===== config.mk =====
export PLATFORM = sky130hd
export DESIGN_NAME = conv_tap_sequencer
export DESIGN_NICKNAME = d
export VERILOG_FILES = /design/src/rtl/conv_tap_sequencer.sv
export SDC_FILE = /design/constraint.sdc
export NUM_CORES = 1
export LEC_CHECK = 0
export BUFFER_PORTS_ARGS = -buffer_cell sky130_fd_sc_hd__buf_2
export CELL_PAD_IN_SITES_DETAIL_PLACEMENT = 1
export CELL_PAD_IN_SITES_GLOBAL_PLACEMENT = 2
export CORE_MARGIN = 4
export CORE_UTILIZATION = 34
export CTS_BUF_LIST = sky130_fd_sc_hd__clkbuf_4 sky130_fd_sc_hd__clkbuf_8
export DETAILED_ROUTE_END_ITERATION = 16
export GPL_TIMING_DRIVEN = 0
export HOLD_SLACK_MARGIN = 0.12
export PLACE_DENSITY_LB_ADDON = 0.1
export SYNTH_ARGS = -nofsm -noshare
export SYNTH_HDL_FRONTEND = slang
export SYNTH_SLANG_ARGS = --single-unit

===== constraint.sdc =====
create_clock -name clk -period 5.45 [get_ports clk]
set_clock_uncertainty 0.2 [all_clocks]
set_input_delay 0.545 -clock clk [delete_from_list [all_inputs] [get_ports clk]]
set_output_delay 0.545 -clock clk [all_outputs]
set_load 0.005 [all_outputs]

===== src/rtl/conv_tap_sequencer.sv =====
// Tap/sample address sequencer and MAC strobe generator for one 1-D convolution layer.
// Optional back-pressure counter enabled by CONV_TAP_SEQUENCER_STALL_CNT_EN.
module conv_tap_sequencer #(
    parameter int N = 30,
    parameter int M = 9,
    localparam int XA_W = $clog2(N),
    localparam int FA_W = $clog2(M)
) (
    input  logic            clk,
    input  logic            reset_n,
    input  logic            start,
    output logic            busy,
    output logic            done,
    output logic [XA_W-1:0] addr_x,
    output logic [FA_W-1:0] addr_f,
    output logic            mac_en,
    output logic            mac_clr,
    output logic            y_valid,
    input  logic            y_ready,
    output logic [XA_W-1:0] y_idx,
    output logic [15:0]     stall_cnt
);

    localparam logic [FA_W-1:0] K_LAST = FA_W'(M - 1);
    localparam logic [XA_W-1:0] J_LAST = XA_W'(N - M);

    typedef enum logic [2:0] {IDLE, RUN, FLUSH, OUT, FIN} state_t;

    state_t          state;
    state_t          state_nxt;
    logic [FA_W-1:0] k;
    logic [XA_W-1:0] j;
    logic [FA_W-1:0] af_hold;
    logic [XA_W-1:0] ax_hold;
    logic [XA_W-1:0] tap_addr;
    logic            mac_en_p1;
    logic            mac_clr_p1;

    assign tap_addr = j + XA_W'(k);

    always_ff @(posedge clk or negedge reset_n) begin
        if (!reset_n) state <= IDLE;
        else          state <= state_nxt;
    end

    always_comb begin
        state_nxt = state;
        case (state)
            IDLE:    if (start) state_nxt = RUN;
            RUN:     if (k == K_LAST) state_nxt = FLUSH;
            FLUSH:   state_nxt = OUT;
            OUT:     if (y_ready) state_nxt = (j == J_LAST) ? FIN : RUN;
            FIN:     state_nxt = IDLE;
            default: state_nxt = IDLE;
        endcase
    end

    // Stage p1: ROM/xmem reads are registered, so strobes lag the RUN cycle by one.
    always_ff @(posedge clk or negedge reset_n) begin
        if (!reset_n) begin
            k          <= '0;
            j          <= '0;
            af_hold    <= '0;
            ax_hold    <= '0;
            mac_en_p1  <= 1'b0;
            mac_clr_p1 <= 1'b0;
        end else begin
            mac_en_p1  <= (state == RUN);
            mac_clr_p1 <= (state == RUN) && (k == '0);
            case (state)
                IDLE: begin
                    if (start) begin
                        k <= '0;
                        j <= '0;
                    end
                end
                RUN: begin
                    af_hold <= k;
                    ax_hold <= tap_addr;
                    k       <= (k == K_LAST) ? '0 : k + FA_W'(1);
                end
                OUT: begin
                    if (y_ready && (j != J_LAST)) j <= j + XA_W'(1);
                end
                default: ;
            endcase
        end
    end

    // Outside RUN the addresses hold the last issued tap so the ROM output stays put.
    always_comb begin
        busy    = (state != IDLE);
        done    = (state == FIN);
        y_valid = (state == OUT);
        addr_f  = (state == RUN) ? k : af_hold;
        addr_x  = (state == RUN) ? tap_addr : ax_hold;
    end

    assign mac_en  = mac_en_p1;
    assign mac_clr = mac_clr_p1;
    assign y_idx   = j;

`ifdef CONV_TAP_SEQUENCER_STALL_CNT_EN
    logic [15:0] stall_q;

    always_ff @(posedge clk or negedge reset_n) begin
        if (!reset_n) begin
            stall_q <= '0;
        end else if ((state == IDLE) && start) begin
            stall_q <= '0;
        end else if ((state == OUT) && !y_ready && (stall_q != 16'hFFFF)) begin
            stall_q <= stall_q + 16'd1;
        end
    end

    assign stall_cnt = stall_q;
`else
    assign stall_cnt = '0;
`endif

endmodule


==> flow_summary_export.csv <==
group,metric,value,unit
critical_path,worstPathMaxFanout,7,
timing,fin_crit_sh,52.5,%
floorplan,rows,22,
power_and_ir_drop,p_switching,0.329,mW
global_routing,antenna_found_initial,0,
cts,cts_buffers,3,
finish,diodes,0,
logic_synthesis,synth_top_area_share,42.6,%
timing,slew-limit-headroom,66.3,%
floorplan,dieArea,5050,µm²
cts,clkLatencyLatePin,270,ps
route,first_pass_iters,2,
global_routing,grt_max_degree,24,
cts,ctsLongestPathBuffers,2,
power_and_ir_drop,p_per_area,481,nW/µm²
finish,fin_util,43.7,%
critical_path,critPathTopFamily,"adder cells",
timing,worst_pin_slew,505,ps
placement,dp_cells,226,
placement,io_buffers,22,
power_and_ir_drop,p_int,0.457,mW
finish,fillers,465,
status,status,"completed",
critical_path,arrival,2120,ps
floorplan,initial_core_util,36.1,%
timing,hold_violations,0,
floorplan,ios,39,
cts,post-cts-setup-buffer-count,0,
cts,clock_sinks,23,
global_routing,grt_use_total,12.2,%
critical_path,crit_type,"reg -> out",
critical_path,ff2ff_path_depth,7,
critical_path,critPathSlowestCell,"dfrtp_1",
timing,tns,0,ps
power_and_ir_drop,power_frac_comb,50.8,%
logic_synthesis,yosysSeqAreaShare,42.6,%
cts,root_buffer,"clkbuf_8",
route,vias,1063,
logic_synthesis,yosys-top-cells-count,"dfrtp_1 (23), nand2_1 (19), o21ai_1 (19)",
route,wl,2.88,mm
cts,ctsResizeCount,0,
power_and_ir_drop,seqPwrFrac,35.5,%
global_routing,grt_pass1_vias,1086,
critical_path,cp_cell_sequence,"ha_1 -> inv_1 -> fa_1 -> nand2b_1 -> a21oi_1 -> xnor2_1 -> o21ai_1 -> buf_2",
power_and_ir_drop,sw_frac_of_total,41.9,%
placement,dp_hpwl,2.24,mm
logic_synthesis,avgSynthCellArea,9.59,µm²
logic_synthesis,netlist_top_cells_area,"dfrtp_1 (43%), buf_4 (9.4%), ha_1 (7.4%)",
placement,gp_congestion,0.787,
finish,drive_gt1_share,27.9,%
route,ant_nets,0,
finish,final_cells,231,
cts,htreeDepth,1,
timing,rsz0062_at_grt,"false",
critical_path,crit_buf_inv,2,
timing,finalSetupViolCount,0,
critical_path,worst_path_largest_cell_delay,490,ps
job,drv_cap,0,
floorplan,die_w,71.1,µm
finish,finalNetCount,197,
critical_path,crit_required,4700,ps
logic_synthesis,yosys.area.top_type,"dfrtp_1",
critical_path,end_kind,"output pin",
power_and_ir_drop,p_clk_share,13.7,%
min_path,hold_class,"reg -> reg",
logic_synthesis,syn_area,1350,µm²
floorplan,core,3740,µm²
logic_synthesis,ys_seq_elements,23,
critical_path,cp-start-kind,"register",
floorplan,dieHeight,71.1,µm
critical_path,reg2reg_from,"y_idx[0]",
cts,cts_hold_buf,1,
logic_synthesis,synth_edf_count,0,
power_and_ir_drop,power_leakage,0.858,nW
finish,register_area,576,µm²
route,drc_errors,0,
logic_synthesis,synth_ff_type,"dfrtp_1",
route,wl_per_cell,12.5,µm
timing,max_freq,350,MHz
finish,syn_to_final_growth,20.9,%
power_and_ir_drop,irDropWorstVdd,0.184,mV
finish,multiInputGateArea,654,µm²
timing,fin_crit,2860,ps
logic_synthesis,synth_cells,141,
critical_path,reg2reg_slack,3420,ps
critical_path,cp.depth,8,
logic_synthesis,yosysMostFrequentCell,"dfrtp_1",
global_routing,grt_pass1_wl,5.07,mm
critical_path,endpoint,"addr_x[4]",
logic_synthesis,synth_warnings,0,
cts,cts.clk_slew.worst_paths,90,ps
cts,cts_tree,"yes",
timing,drv_slew,0,
route,routed_via_density,4.60,
logic_synthesis,yosys.cell_types.count,37,
critical_path,r2r_end,"ax_hold[4]",
critical_path,startpoint,"y_idx[0]",
logic_synthesis,async_flop_share,100,%
route,drtIter0Drc,42,
global_routing,overflow,0,
[per-stage QoR]
step                setup WS, ps  power, mW  area (µm²)  hold slack (ps)
floorplan                   3140      0.550        1410             49.4
global placement            2940      0.674        1580              253
detailed placement          2900      0.689        1580              265
CTS                         2570      0.800        1640              286
global route                2390      0.868        1640              314
finish                      2590      0.786        1640              285
[cell families after synthesis]
family                     after synthesis  synth area share [%]
adders and majority gates                9                  8.88
other                                    1                 0.277
and+or+nand+nor                         43                  16.4
AOI/OAI and AO/OA                       31                  14.3
muxes                                    1                  1.11
buffers and inverters                   28                  13.2
xor gates and xnor gates                 5                  3.24
DFF                                     23                  42.6
[layer usage]
| metal | track usage [%] | wire (µm) | vias up |
|---|---|---|---|
| li1 | - | - | 534 |
| met1 | 15.9 | 1340 | 499 |
| met2 | 20.2 | 1380 | 28 |
| met3 | 2.56 | 152 | 2 |
| met4 | 3.76 | 11 | 0 |
| met5 | 0 | 0 | - |
[worst min path at each step]
| stage | from | endpoint | cells past startpoint |
|---|---|---|---|
| after floorplan | reset_n | af_hold[0] | 0 |
| after global placement | ax_hold[0] | ax_hold[0] | 2 |
| after detailed placement | af_hold[3] | af_hold[3] | 2 |
| after CTS | af_hold[3] | af_hold[3] | 2 |
| after global routing | af_hold[3] | af_hold[3] | 2 |
| final | af_hold[3] | af_hold[3] | 2 |
[cell type report]
class,count,area share (%)
clock inverter,1,0.306
multi-input combinational,105,40.0
inverter,7,1.61
clock buffer,3,2.52
sequential,23,35.2
tap,48,3.67
timing repair buffer,23,7.35
buffer,21,9.33
[placed cells by master, fill, tap and decap left out, drive strengths merged, types with 2 or more instances in the layout]
master   n
xor2     4
o21ai   19
nor2     7
nand3    2
buf     43
nand2   19
nor3     2
conb    16
nor4b    2
dfrtp   23
inv      7
clkbuf   3
ha       8
nor3b    2
a21oi    5
[registers in the layout (all words and copies together) (netlist names)]
register / flops
ax_hold: 5
k: 4
y_idx: 5
mac_clr: 1
af_hold: 4
mac_en: 1
state: 3
[power groups by stage]
stage | logic (mW) | clock network (mW) | registers [mW]
floorplan | 0.281 | 0 | 0.269
global placement | 0.394 | 0 | 0.280
detailed placement | 0.406 | 0 | 0.283
CTS | 0.410 | 0.110 | 0.281
global route | 0.462 | 0.117 | 0.289
finish | 0.400 | 0.108 | 0.279
[worst reg2reg max path, delay by kind of cell (launching register included)]
family / cells / cell delay (ps)
xor gates and xnor gates: 1 / 140
AOI/OAI and AO/OA: 2 / 240
buffers and inverters: 1 / 60
DFF: 1 / 490
adders and majority gates: 2 / 620
and+or+nand+nor: 1 / 160
(Power assumes the default switching activity.)
